`config.mk`:
```
export PLATFORM = sky130hd
export DESIGN_NAME = multicycle_control
export DESIGN_NICKNAME = d
export VERILOG_FILES = /design/src/rtl/multicycle_control_pkg.sv /design/src/rtl/multicycle_control_wait_timer.sv /design/src/rtl/multicycle_control.sv
export SDC_FILE = /design/constraint.sdc
export NUM_CORES = 1
export LEC_CHECK = 0
export CAP_MARGIN = 5
export CORE_UTILIZATION = 40
export DETAILED_ROUTE_END_ITERATION = 7
export PLACE_DENSITY = 0.69
export SLEW_MARGIN = 40
export SYNTH_ARGS = -nofsm -noshare
export SYNTH_HDL_FRONTEND = slang
export SYNTH_SLANG_ARGS = --single-unit
```
`constraint.sdc`:
```
create_clock -name clk -period 2.28 [get_ports clk]
set_input_delay 0.456 -clock clk [delete_from_list [all_inputs] [get_ports clk]]
set_output_delay 0.456 -clock clk [all_outputs]
set_load 0.02 [all_outputs]
```
`src/rtl/multicycle_control_pkg.sv`:
```
// mc_ctrl_pkg: shared types and constants for the multicycle datapath controller.
//   state_t     - FSM state encoding (JUMP present only with MULTICYCLE_CONTROL_JUMP_EN)
//   OP_*        - instruction opcodes recognised in DECODE
//   ALU_*       - 3-bit ALUOp codes (zero-extended at the top-level port)
//   ctrl_t      - per-state Moore control bundle
//   state_ctrl  - maps a state (and opcode, for immediate ops) to its control bundle
// Configuration macro: MULTICYCLE_CONTROL_JUMP_EN adds the JUMP state.
package mc_ctrl_pkg;

    typedef enum logic [3:0] {
        S_IDLE     = 4'd0,
        S_FETCH    = 4'd1,
        S_DECODE   = 4'd2,
        S_MEM_ADDR = 4'd3,
        S_MEM_RD   = 4'd4,
        S_MEM_WB   = 4'd5,
        S_MEM_WR   = 4'd6,
        S_R_EXEC   = 4'd7,
        S_R_WB     = 4'd8,
        S_BRANCH   = 4'd9,
        S_IMM_EXEC = 4'd10,
        S_IMM_WB   = 4'd11
`ifdef MULTICYCLE_CONTROL_JUMP_EN
        , S_JUMP   = 4'd12
`endif
    } state_t;

    localparam logic [5:0] OP_RTYPE = 6'b000000;
    localparam logic [5:0] OP_LW    = 6'b100011;
    localparam logic [5:0] OP_SW    = 6'b101011;
    localparam logic [5:0] OP_BEQ   = 6'b000100;
    localparam logic [5:0] OP_ADDI  = 6'b001000;
    localparam logic [5:0] OP_ANDI  = 6'b001100;
    localparam logic [5:0] OP_ORI   = 6'b001101;
    localparam logic [5:0] OP_SLTI  = 6'b001010;
    localparam logic [5:0] OP_J     = 6'b000010;

    localparam logic [2:0] ALU_ADD   = 3'b000;
    localparam logic [2:0] ALU_SLTI  = 3'b001;
    localparam logic [2:0] ALU_RTYPE = 3'b010;
    localparam logic [2:0] ALU_ADDI  = 3'b011;
    localparam logic [2:0] ALU_ORI   = 3'b101;
    localparam logic [2:0] ALU_SUB   = 3'b110;
    localparam logic [2:0] ALU_ANDI  = 3'b111;

    typedef struct packed {
        logic       pc_write;
        logic       pc_write_cond;
        logic       iord;
        logic       mem_read;
        logic       mem_write;
        logic       mem_to_reg;
        logic       reg_dst;
        logic       reg_write;
        logic       alu_src_a;
        logic [1:0] alu_src_b;
        logic [1:0] pc_source;
        logic [2:0] alu_op;
    } ctrl_t;

    localparam ctrl_t CTRL_IDLE = '0;

    function automatic logic [2:0] imm_aluop(input logic [5:0] op);
        logic [2:0] a;
        case (op)
            OP_ANDI: a = ALU_ANDI;
            OP_ORI:  a = ALU_ORI;
            OP_SLTI: a = ALU_SLTI;
            default: a = ALU_ADDI;
        endcase
        return a;
    endfunction

    function automatic ctrl_t state_ctrl(input state_t s, input logic [5:0] op);
        ctrl_t c;
        c = CTRL_IDLE;
        case (s)
            S_FETCH: begin
                c.mem_read  = 1'b1;
                c.alu_src_b = 2'b01;
                c.alu_op    = ALU_ADD;
            end
            S_DECODE: begin
                c.alu_src_b = 2'b11;
                c.alu_op    = ALU_ADD;
            end
            S_MEM_ADDR: begin
                c.alu_src_a = 1'b1;
                c.alu_src_b = 2'b10;
                c.alu_op    = ALU_ADD;
            end
            S_MEM_RD: begin
                c.mem_read = 1'b1;
                c.iord     = 1'b1;
            end
            S_MEM_WB: begin
                c.reg_write  = 1'b1;
                c.mem_to_reg = 1'b1;
            end
            S_MEM_WR: begin
                c.mem_write = 1'b1;
                c.iord      = 1'b1;
            end
            S_R_EXEC: begin
                c.alu_src_a = 1'b1;
                c.alu_op    = ALU_RTYPE;
            end
            S_R_WB: begin
                c.reg_write = 1'b1;
                c.reg_dst   = 1'b1;
            end
            S_BRANCH: begin
                c.alu_src_a     = 1'b1;
                c.alu_op        = ALU_SUB;
                c.pc_write_cond = 1'b1;
                c.pc_source     = 2'b01;
            end
            S_IMM_EXEC: begin
                c.alu_src_a = 1'b1;
                c.alu_src_b = 2'b10;
                c.alu_op    = imm_aluop(op);
            end
            S_IMM_WB: begin
                c.reg_write = 1'b1;
            end
`ifdef MULTICYCLE_CONTROL_JUMP_EN
            S_JUMP: begin
                c.pc_write  = 1'b1;
                c.pc_source = 2'b10;
            end
`endif
            default: ;
        endcase
        return c;
    endfunction

endpackage

```
`src/rtl/multicycle_control_wait_timer.sv`:
```
// mc_wait_timer: counts consecutive cycles a memory-wait state goes without
// mem_ready and flags the cycle in which the limit of 2^W-1 cycles is reached.
//   clk, rst_n  - clock, async active-low reset
//   active      - FSM is in a memory-wait state (FETCH, MEM_RD, MEM_WR)
//   mem_ready   - memory completed the access this cycle
//   timeout     - this cycle is the limit cycle and memory is still not ready
module mc_wait_timer #(
    parameter int W = 4
) (
    input  logic clk,
    input  logic rst_n,
    input  logic active,
    input  logic mem_ready,
    output logic timeout
);
    // Count value seen in the limit cycle: the miss in that cycle would be
    // the (2^W-1)th, so ready there still counts as success.
    localparam logic [W-1:0] LAST = W'((32'd1 << W) - 32'd2);

    logic [W-1:0] count;

    assign timeout = active && !mem_ready && (count == LAST);

    // Every exit from a wait state happens on ready or timeout, so clearing
    // there (and whenever idle) guarantees each wait state is entered at zero.
    always_ff @(posedge clk or negedge rst_n) begin
        if (!rst_n) begin
            count <= '0;
        end else if (!active || mem_ready || timeout) begin
            count <= '0;
        end else begin
            count <= count + 1'b1;
        end
    end

endmodule

```
`src/rtl/multicycle_control.sv`:
```
// multicycle_control: Moore control FSM for a multicycle MIPS-style datapath.
//   clk, rst_n     - clock, async active-low reset
//   en             - allows leaving IDLE / chaining into the next FETCH
//   OPCODE         - instruction opcode, valid from DECODE onward
//   mem_ready      - memory access finished this cycle
//   PCWrite .. ALUOp - datapath controls (registered per state; IRWrite and the
//                    FETCH PCWrite are qualified by mem_ready)
//   instr_done     - pulse on the final cycle of an instruction
//   illegal_op     - pulse in DECODE on an unknown opcode
//   mem_err        - sticky, set on a memory-wait timeout
// Configuration macro: MULTICYCLE_CONTROL_JUMP_EN enables the j instruction.
//
// state      | meaning
// IDLE       | waiting for en
// FETCH      | instruction read, PC+4 computed; waits for mem_ready
// DECODE     | register read, branch target computed, opcode dispatch
// MEM_ADDR   | lw/sw effective address
// MEM_RD     | data read; waits for mem_ready
// MEM_WB     | load result to rt
// MEM_WR     | data write; waits for mem_ready
// R_EXEC     | R-type ALU operation
// R_WB       | R-type result to rd
// BRANCH     | beq compare and conditional PC update
// IMM_EXEC   | immediate ALU operation
// IMM_WB     | immediate result to rt
// JUMP       | unconditional PC update (macro only)
module multicycle_control
    import mc_ctrl_pkg::*;
#(
    parameter int ALUOP_W   = 3,
    parameter int TIMEOUT_W = 4
) (
    input  logic               clk,
    input  logic               rst_n,
    input  logic               en,
    input  logic [5:0]         OPCODE,
    input  logic               mem_ready,
    output logic               PCWrite,
    output logic               PCWriteCond,
    output logic               IorD,
    output logic               MemRead,
    output logic               MemWrite,
    output logic               IRWrite,
    output logic               MemToReg,
    output logic               RegDst,
    output logic               RegWrite,
    output logic               ALUSrcA,
    output logic [1:0]         ALUSrcB,
    output logic [1:0]         PCSource,
    output logic [ALUOP_W-1:0] ALUOp,
    output logic               instr_done,
    output logic               illegal_op,
    output logic               mem_err
);

    state_t state;
    state_t state_nxt;
    ctrl_t  ctrl_q;
    logic   in_wait;
    logic   timeout;
    logic   fetch_done;
    logic   done_c;
    logic   illegal_c;

    assign in_wait = (state == S_FETCH) || (state == S_MEM_RD) || (state == S_MEM_WR);

    mc_wait_timer #(
        .W (TIMEOUT_W)
    ) u_wait_timer (
        .clk       (clk),
        .rst_n     (rst_n),
        .active    (in_wait),
        .mem_ready (mem_ready),
        .timeout   (timeout)
    );

    always_comb begin
        state_nxt = state;
        done_c    = 1'b0;
        illegal_c = 1'b0;
        case (state)
            S_IDLE: begin
                if (en) state_nxt = S_FETCH;
            end
            S_FETCH: begin
                if (mem_ready)    state_nxt = S_DECODE;
                else if (timeout) state_nxt = S_IDLE;
            end
            S_DECODE: begin
                case (OPCODE)
                    OP_RTYPE:                         state_nxt = S_R_EXEC;
                    OP_LW, OP_SW:                     state_nxt = S_MEM_ADDR;
                    OP_BEQ:                           state_nxt = S_BRANCH;
                    OP_ADDI, OP_ANDI, OP_ORI, OP_SLTI: state_nxt = S_IMM_EXEC;
`ifdef MULTICYCLE_CONTROL_JUMP_EN
                    OP_J:                             state_nxt = S_JUMP;
`endif
                    default: begin
                        state_nxt = S_IDLE;
                        illegal_c = 1'b1;
                    end
                endcase
            end
            S_MEM_ADDR: begin
                state_nxt = (OPCODE == OP_LW) ? S_MEM_RD : S_MEM_WR;
            end
            S_MEM_RD: begin
                if (mem_ready)    state_nxt = S_MEM_WB;
                else if (timeout) state_nxt = S_IDLE;
            end
            S_MEM_WR: begin
                if (mem_ready) begin
                    done_c    = 1'b1;
                    state_nxt = en ? S_FETCH : S_IDLE;
                end else if (timeout) begin
                    state_nxt = S_IDLE;
                end
            end
            S_R_EXEC:   state_nxt = S_R_WB;
            S_IMM_EXEC: state_nxt = S_IMM_WB;
`ifdef MULTICYCLE_CONTROL_JUMP_EN
            S_JUMP,
`endif
            S_MEM_WB, S_R_WB, S_BRANCH, S_IMM_WB: begin
                done_c    = 1'b1;
                state_nxt = en ? S_FETCH : S_IDLE;
            end
            default: state_nxt = S_IDLE;
        endcase
    end

    // Controls are registered from the next state so each output is a pure
    // function of the state being entered; reset clears them asynchronously.
    always_ff @(posedge clk or negedge rst_n) begin
        if (!rst_n) begin
            state   <= S_IDLE;
            ctrl_q  <= CTRL_IDLE;
            mem_err <= 1'b0;
        end else begin
            state  <= state_nxt;
            ctrl_q <= state_ctrl(state_nxt, OPCODE);
            if (timeout) mem_err <= 1'b1;
        end
    end

    // The instruction register and PC+4 are only committed once the fetch
    // actually returns data, so a fetch timeout writes nothing.
    assign fetch_done = (state == S_FETCH) && mem_ready;

    assign PCWrite     = ctrl_q.pc_write | fetch_done;
    assign PCWriteCond = ctrl_q.pc_write_cond;
    assign IorD        = ctrl_q.iord;
    assign MemRead     = ctrl_q.mem_read;
    assign MemWrite    = ctrl_q.mem_write;
    assign IRWrite     = fetch_done;
    assign MemToReg    = ctrl_q.mem_to_reg;
    assign RegDst      = ctrl_q.reg_dst;
    assign RegWrite    = ctrl_q.reg_write;
    assign ALUSrcA     = ctrl_q.alu_src_a;
    assign ALUSrcB     = ctrl_q.alu_src_b;
    assign PCSource    = ctrl_q.pc_source;
    assign ALUOp       = ALUOP_W'(ctrl_q.alu_op);
    assign instr_done  = done_c;
    assign illegal_op  = illegal_c;

endmodule

```
# Yosys cells after proc, flatten, opt, wreduce, memory -nomap -nowiden
# Cells that the tools add are included.
# word_totals
output_inout_bits	20
ff_bits	24
# classes
addsub	1
n_reduce_logical	20
mux	26
eq_ne	30
# ops
operator	n
$eq 4x4->1 const B	9
$pmux 4 s9	1
$eq 4x3->1 const B	8
$eq 6x4->1 const B	4
$mux 4	6
$pmux 3 s3	2
$eq 4x2->1 const B	4
$pmux 4 s4	1
$mux 1	13
$eq 6x6->1 const B	2
$reduce_or 4->1	3
$eq 4x1->1 const B	2
$reduce_or 2->1	4
$reduce_or 8->1	1
$eq 6x3->1 const B	1
$logic_not 6->1	1
$pmux 2 s3	1
$add 4x1->4 const B	1
$logic_not 4->1	1
$logic_or 1x1->1	4
$logic_and 1x1->1	3
$reduce_or 3->1	1
$logic_not 1->1	2
$mux 2	1
$pmux 1 s2	1

# Depth between registers and ports, before layout
# Gate-level depths: netlist (run 1).
# depth
word_depth	11
ltp_mapped	9
depth_no_buf	9

# Cells and area by module
# A second synthesis (run 1) with hierarchy kept.
# unflattened
cells_unflattened	128
hier_area_um2	1246.2
# by_module_without_submodules
module	area_each_um2	cells_each	seq_area_each_um2	instances
multicycle_control	1059.8	111	450.4	1
mc_wait_timer	186.4	17	100.1	1

# Worst setup path after synthesis (run 1)
# No wires, ideal clock.
# synth_timing
kind	reg2reg
startpoint	reg state[2]
endpoint	reg ctrl_q, in the netlist ALUSrcA
path_stages_with_launch	9
path_slack_ps	359
arrival_time_ps	1782
setup_ps	139
synth_period_minus_slack_ps	1921
path_cell_list	dfrtp_1 buf_6 or2_4 or3_4 or3_4 nand2_4 nor3b_2 a21oi_1 o22ai_1
# synth_between
elab_chain_len	11
# synth_lines
item	line	rtl
start, declared	multicycle_control.sv:56	state_t state;
start signal, assigned	multicycle_control.sv:140	state <= state_nxt;
$eq 4x1->1 / $eq 4x3->1 (equally long branches)	multicycle_control.sv:65, multicycle_control.sv:81	
$logic_or 1x1->1 (2 in a row)	multicycle_control.sv:65	assign in_wait = (state == S_FETCH) || (state == S_MEM_RD) || (state == S_MEM_WR);
$logic_and 1x1->1 (2 in a row)	multicycle_control_wait_timer.sv:22	assign timeout = active && !mem_ready && (count == LAST);
$mux 4	multicycle_control.sv:87, multicycle_control.sv:109, multicycle_control.sv:115	
$mux 4 (on tied branches)	multicycle_control.sv:112, multicycle_control.sv:86, multicycle_control.sv:108	
$pmux 4 s9 *	multicycle_control.sv:81	case (state)
via state_nxt[2]	multicycle_control.sv:57	state_t state_nxt;
$eq 4x4->1 (tied with other cells)	multicycle_control_pkg.sv:77	case (s)
$reduce_or 4->1 (no source line) *	n/a	
$mux 1 *	multicycle_control_pkg.sv:77	
end signal, assigned	multicycle_control.sv:141	ctrl_q <= state_ctrl(state_nxt, OPCODE);
end, declared	multicycle_control.sv:58	ctrl_t ctrl_q;
# The timed path passes the listed nets; every way through them passes the cells marked *.
# A chain may end at the register's enable or synchronous reset.

# Worst setup path in the final report (run 1)
# layout_timing
startpoint	reg state[0]
endpoint	out instr_done
# layout_between
elab_chain_len	3
# layout_lines
item	line	rtl
$eq 4x3->1 / $eq 4x4->1 (equally long branches)	multicycle_control.sv:81	
$reduce_or 4->1	multicycle_control.sv:81	
$pmux 1 s2 *	multicycle_control.sv:81	
end, declared	multicycle_control.sv:51	output logic instr_done,
# Mark *: on every way between the ends. The rest lies on a longest branch, timed or not.

==> results of run 1 <==
==> flip-flops by register name (all words and copies together) (netlist names) <==
register and flops:
ALUSrcB 2, MemToReg 1, state 4, MemWrite 1, PCSource 1, IorD 1
MemRead 1, ALUSrcA 1, RegDst 1, RegWrite 1, mem_err 1, u_wait_timer.count 4
ALUOp 3
==> kinds of logic after synthesis <==
logic type | after synthesis
muxes | 1
buffers and inverters | 14
other | 1
AOI/OAI and AO/OA | 36
and+or+nand+nor | 55
xor gates and xnor gates | 2
adders and majority gates | 2
DFF | 22
==> metrics by stage <==
step           instance area, sq um  total power [W]  setup WS [ns]  hold WS [ns]  utilization (%)
2_1_floorplan                  1290          0.00101          0.359         0.160                -
3_3_place_gp                   1810          0.00134         -0.304         0.442             59.2
3_5_place_dp                   1810          0.00135         -0.388         0.448             59.2
4_1_cts                        1860          0.00164         0.0201         0.478             60.9
5_1_grt                        1890          0.00174         0.0324         0.482             61.8
6_report                       1890          0.00163          0.152         0.474             61.8
==> cell type report <==
cell class,instances,area [sq um]
tap,44,55.1
sequential,22,552
clock inverter,1,30.0
inverter,8,30.0
multi-input combinational,97,686
fill,275,1170
clock buffer,3,22.5
timing repair buffer,59,512
==> power by group through the flow <==
| stage | Combinational (W) | Clock (W) | Sequential, W |
|---|---|---|---|
| 2_1_floorplan | 0.000469 | 0 | 0.000542 |
| 3_3_place_gp | 0.000830 | 0 | 0.000510 |
| 3_5_place_dp | 0.000840 | 0 | 0.000512 |
| 4_1_cts | 0.000831 | 0.000306 | 0.000506 |
| 5_1_grt | 0.000903 | 0.000326 | 0.000515 |
| 6_report | 0.000832 | 0.000298 | 0.000505 |
==> cells in the mapped netlist, types with 3 or more instances <==
cell / instances / share of area (%)
buf_4: 3 / 1.7
nand2_1: 3 / 0.87
nor2b_1: 3 / 1.5
a21o_1: 3 / 1.7
nor2_1: 16 / 4.7
and3_1: 3 / 1.5
a21oi_1: 9 / 3.5
o21ai_0: 3 / 1.2
o22ai_1: 3 / 1.5
nand3_1: 5 / 1.9
nand2b_1: 5 / 2.4
dfrtp_1: 22 / 43
inv_1: 8 / 2.3
==> per-layer routing <==
metal  routed length, um  track usage (%)
met3                  88             2.64
met2                1370             29.7
met1                1350             24.4
met4                  56             8.16
met5                   0                0
==> how the worst min path moves through the flow <==
stage | start | endpoint | slack [ns] | depth (start not counted)
final | rst_n | RegDst | 0.47 | 2
after global routing | rst_n | MemRead | 0.48 | 2
after CTS | rst_n | RegDst | 0.48 | 2
after detailed placement | mem_err | mem_err | 0.45 | 1
after global placement | mem_err | mem_err | 0.44 | 1
after floorplan | rst_n | ALUOp[0] | 0.16 | 0
==> what timing repair did <==
item	in CTS	in global routing
resized for setup	10	6
pin swaps	0	2
buffers inserted	0	1
setup endpoints to repair	4	5
==> results.sh, run 1 <==
export IMPL_status="finished clean"
export IMPL_die_w_um=58.8
export IMPL_comb_power_share_pct=50.9
export IMPL_endpoint_kind="output port"
export IMPL_cp_cell_sequence="buf_4, and2b_1, a21oi_1, o22ai_1, dlygate4sd2_1"
export IMPL_finalSetupViolations=0
export IMPL_critPathKind="flop to output port"
export IMPL_viasPerCell=4.85
export IMPL_diodes=0
export IMPL_cp_num_buf_inv=2
export IMPL_post_route_min_period_ns=2.13
export IMPL_avgSynthCellArea_sq_um=9.70
export IMPL_coreArea_sq_mm=0.00305
export IMPL_cts_buffer_depth=2
export IMPL_die_area_sq_mm=0.00346
export IMPL_cts_tree="done"
export IMPL_p_switching_w=0.000593
export IMPL_start_util_pct=42.3
export IMPL_place_hpwl_um=2250
export IMPL_seq_area_frac_synth_pct=42.7
export IMPL_clk_pin_slew_worst_paths_ns=0.13
export IMPL_seqPwrFrac_pct=30.9
export IMPL_final_cell_mix="buf_4, dfrtp_1, clkdlybuf4s50_1"
export IMPL_max_cap_violations=0
export IMPL_r2r_end="ALUOp[1]"
export IMPL_clk_insertion_delay_late_ns=0.31
export IMPL_vias=1134
export IMPL_dpl_cell_count=229
export IMPL_synth_warnings=0
export IMPL_cp_top_family="buffers and inverters"
export IMPL_die_h_um=58.8
export IMPL_yosys_area_share_adder_pct=1.94
export IMPL_final_common_cell="buf_4"
export IMPL_root_buffer="clkbuf_4"
export IMPL_final_cells=234
export IMPL_worst_path_stages=5
export IMPL_slowest_delay_ns=0.48
export IMPL_antenna_left=0
export IMPL_yosys_register_bits=22
export IMPL_grt_pass1_wl_um=4760
export IMPL_r2r_start="state[1]"
export IMPL_wl_um=2860
export IMPL_post_drt_wl_per_cell_um=12.2
export IMPL_cts_buffers=3
export IMPL_ys_types=52
export IMPL_fin_crit_sh_pct=93.3
export IMPL_clock_power_share_pct=18.2
export IMPL_syn_cell_area_sq_mm=0.00129
export IMPL_startpoint="state[0]"
export IMPL_grt_total_usage_pct=18.4
export IMPL_hold_viol=0
export IMPL_intPower_w=0.00104
export IMPL_arrival_ns=1.67
export IMPL_synthCells=133
export IMPL_synth_nets=145
export IMPL_timing_setup_tns_ns=0
export IMPL_htreeDepth=1
export IMPL_nNetsFinal=203
export IMPL_synth_compound_area_share_pct=20.8
export IMPL_drc=0
export IMPL_antenna_found_initial=0
export IMPL_timing_fmax_ghz=0.470
export IMPL_ys_flop_type="dfrtp_1"
export IMPL_peakVddDrop_v=0.000354
export IMPL_clock_sinks=22
export IMPL_cp_slowest_cell="dfrtp_2"
export IMPL_gp_congestion=0.855
export IMPL_powerDensity_mw_per_mm2=866
export IMPL_cts_hold_buffers=0
export IMPL_io_pins=30
export IMPL_setup_worst_path_start_class="flop"
export IMPL_required_ns=1.82
export IMPL_tightest_slew_ns=0.491
export IMPL_synth_simple_area_share_pct=26.6
export IMPL_fin_worst_skew_ns=0.00667
export IMPL_syn2layout_area_growth_pct=46.3
export IMPL_path_max_fanout=8
export IMPL_p_sw_share_pct=36.3
export IMPL_rsz0062_at_grt="false"
export IMPL_reg2regPathDepth=9
export IMPL_layout_drive_gt1_share_pct=29.5
export IMPL_async_reset_ff_share_pct=100
export IMPL_grt_pass1_vias=1058
export IMPL_synth_top_family_by_area="simple AND/OR/NAND/NOR gates"
export IMPL_drt_first_pass_iters=6
export IMPL_p_leak_nw=0.894
export IMPL_synth_xor_area_share_pct=1.36
export IMPL_portBuffers=28
export IMPL_finalMaxSlewViolations=0
export IMPL_worstSetupEndpoint="instr_done"
export IMPL_drt_iter0_drc=30
export IMPL_slew_headroom_pct=66.4
export IMPL_synth_mux_area_share_pct=0.776
export IMPL_rows=20
export IMPL_grt_overflow_total=0
export IMPL_hp_class="input pin to async pin"
export IMPL_synth_edff_count=0
export IMPL_grt_start_max_net_pins=23
export IMPL_r2r_slack_ns=0.24
(Power assumes the default switching activity.)
==> run 2, diff against run 1 <==
--- a/config.mk
+++ b/config.mk
@@ -8,7 +8,9 @@
 export CAP_MARGIN = 5
 export CORE_UTILIZATION = 40
 export DETAILED_ROUTE_END_ITERATION = 7
+export GPL_TIMING_DRIVEN = 1
 export PLACE_DENSITY = 0.69
+export RECOVER_POWER = 25
 export SLEW_MARGIN = 40
 export SYNTH_ARGS = -nofsm -noshare
 export SYNTH_HDL_FRONTEND = slang
==> results.sh, run 2 (synthesized netlist as in run 1, its figures left out) <==
export IMPL_grt_start_max_net_pins=23
export IMPL_rows=20
export IMPL_timing_setup_tns_ns=0
export IMPL_place_hpwl_um=2250
export IMPL_coreArea_sq_mm=0.00305
export IMPL_fin_worst_skew_ns=0.00671
export IMPL_post_drt_wl_per_cell_um=12.2
export IMPL_drt_iter0_drc=30
export IMPL_setup_worst_path_start_class="flop"
export IMPL_clock_sinks=22
export IMPL_required_ns=1.82
export IMPL_rsz0062_at_grt="false"
export IMPL_status="finished clean"
export IMPL_grt_pass1_vias=1058
export IMPL_cts_hold_buffers=0
export IMPL_antenna_found_initial=0
export IMPL_hold_viol=0
export IMPL_viasPerCell=4.85
export IMPL_min_path_cells=1
export IMPL_post_route_min_period_ns=2.13
export IMPL_fin_crit_sh_pct=93.3
export IMPL_clk_pin_slew_worst_paths_ns=0.13
export IMPL_powerDensity_mw_per_mm2=868
export IMPL_p_leak_nw=0.890
export IMPL_die_w_um=58.8
export IMPL_r2r_end="ALUOp[1]"
export IMPL_grt_pass1_wl_um=4760
export IMPL_die_h_um=58.8
export IMPL_cp_cell_sequence="buf_4, and2b_1, a21oi_1, o22ai_1, dlygate4sd2_1"
export IMPL_cts_buffers=3
export IMPL_globalRouteMet2Util_pct=29.7
export IMPL_cts_buffer_depth=2
export IMPL_portBuffers=28
export IMPL_cp_num_buf_inv=2
export IMPL_clk_insertion_delay_late_ns=0.31
export IMPL_min_to="mem_err"
export IMPL_htreeDepth=1
export IMPL_tightest_slew_ns=1.17
export IMPL_layout_drive_gt1_share_pct=28.9
export IMPL_die_area_sq_mm=0.00346
export IMPL_grt_use_met1_pct=24.4
export IMPL_finalSetupViolations=0
export IMPL_peakVddDrop_v=0.000354
export IMPL_drc=0
export IMPL_power_w=0.00163
export IMPL_arrival_ns=1.67
export IMPL_multi_input_area_sq_um=686
export IMPL_io_pins=30
export IMPL_min_from="mem_err"
export IMPL_critPathKind="flop to output port"
export IMPL_n_fill_cell=277
export IMPL_r2r_start="state[1]"
export IMPL_start_util_pct=42.3
export IMPL_grtUsageMet3_pct=2.64
export IMPL_final_cell_mix="buf_4, dfrtp_1, clkdlybuf4s50_1"
export IMPL_drt_first_pass_iters=6
export IMPL_grt_busiest_layer="met2"
export IMPL_vias=1135
export IMPL_cp_top_family="buffers and inverters"
export IMPL_cts_tree="done"
export IMPL_fin_util_pct=61.7
export IMPL_timing_fmax_ghz=0.470
export IMPL_wl_um=2860
export IMPL_diodes=0
export IMPL_nNetsFinal=203
export IMPL_antenna_left=0
export IMPL_grt_total_usage_pct=18.4
export IMPL_final_common_cell="buf_4"
export IMPL_cp_slowest_cell="dfrtp_2"
export IMPL_gp_congestion=0.855
export IMPL_hp_class="flop to flop"
export IMPL_finalMaxSlewViolations=0
export IMPL_endpoint_kind="output port"
export IMPL_reg2regPathDepth=9
export IMPL_slew_headroom_pct=22.2
export IMPL_grt_overflow_total=0
export IMPL_slowest_delay_ns=0.48
export IMPL_path_max_fanout=8
export IMPL_ff_latch_area_sq_um=552
export IMPL_syn2layout_area_growth_pct=46.0
export IMPL_r2r_slack_ns=0.24
export IMPL_root_buffer="clkbuf_4"
export IMPL_max_cap_violations=0
[run 2: cell types whose count changed in the layout (fill, tap and decap cells not counted), sizes merged]
cell           previous run  this run
dlygate4sd3               0         1
clkbuf                    3         4
buf                      32        31
clkdlybuf4s50            21        20
[run 2: worst max-delay path by stage]
stage,from,end,slack (ns),cells after the start
final,state[0],instr_done,0.15,5
after global routing,state[0],PCWrite,0.03,5
after CTS,OPCODE[0],illegal_op,0.02,6
after detailed placement,OPCODE[0],illegal_op,-0.39,6
after global placement,OPCODE[0],illegal_op,-0.30,6
after floorplan,state[2],ALUSrcA,0.36,8
[run 2: cell type report]
cell class | instances | area share (%)
timing repair buffer | 59 | 27.0
sequential | 22 | 29.3
multi-input combinational | 97 | 36.4
clock buffer | 3 | 1.20
clock inverter | 1 | 1.59
tap | 44 | 2.92
inverter | 8 | 1.59
[run 2: worst register-to-register path, cell delays in order (launching register included)]
cell,delay (ns)
dfrtp_1,0.48
buf_4,0.20
nor2b_1,0.14
o21ai_0,0.17
a21oi_1,0.14
a211oi_4,0.33
buf_4,0.18
nand2_1,0.06
o21a_1,0.20
o21ai_2,0.10
[run 2: through the flow]
step | cells | setup WS (ns) | instance area [sq um] | hold slack (ns)
after floorplan | 133 | 0.359 | 1290 | 0.160
after global placement | 229 | -0.304 | 1810 | 0.442
after detailed placement | 229 | -0.388 | 1810 | 0.448
after CTS | 233 | 0.0201 | 1860 | 0.478
after global routing | 234 | 0.0324 | 1880 | 0.496
final | 234 | 0.152 | 1880 | 0.474
[run 2: where the power goes]
part	leakage (nW)	switching (W)	total [W]	internal (W)
Sequential	0.299	0.0000474	0.000505	0.000458
Clock	0.0279	0.000120	0.000298	0.000178
Combinational	0.563	0.000426	0.000831	0.000405
Total	0.890	0.000593	0.00163	0.00104
[run 2: routing by layer]
| layer | share of wire [%] | routed length (um) |
|---|---|---|
| met1 | 47 | 1340 |
| met2 | 48 | 1370 |
| met3 | 3.0 | 87 |
| met4 | 2.0 | 56 |
| met5 | 0 | 0 |
[run 2: repair_timing]
| action | 4_1_cts | 5_1_grt |
|---|---|---|
| cloned | 0 | 0 |
| setup endpoints to repair | 4 | 5 |
| gates resized for setup | 10 | 6 |
| buffers inserted | 0 | 1 |
| pin swaps | 0 | 2 |
==> run 3, diff against run 2 <==
--- a/config.mk
+++ b/config.mk
@@ -11,7 +11,6 @@
 export GPL_TIMING_DRIVEN = 1
 export PLACE_DENSITY = 0.69
 export RECOVER_POWER = 25
-export SLEW_MARGIN = 40
 export SYNTH_ARGS = -nofsm -noshare
 export SYNTH_HDL_FRONTEND = slang
 export SYNTH_SLANG_ARGS = --single-unit
==> results of run 3 <==
The final DEF is identical to that of run 2; final timing and power are the same.
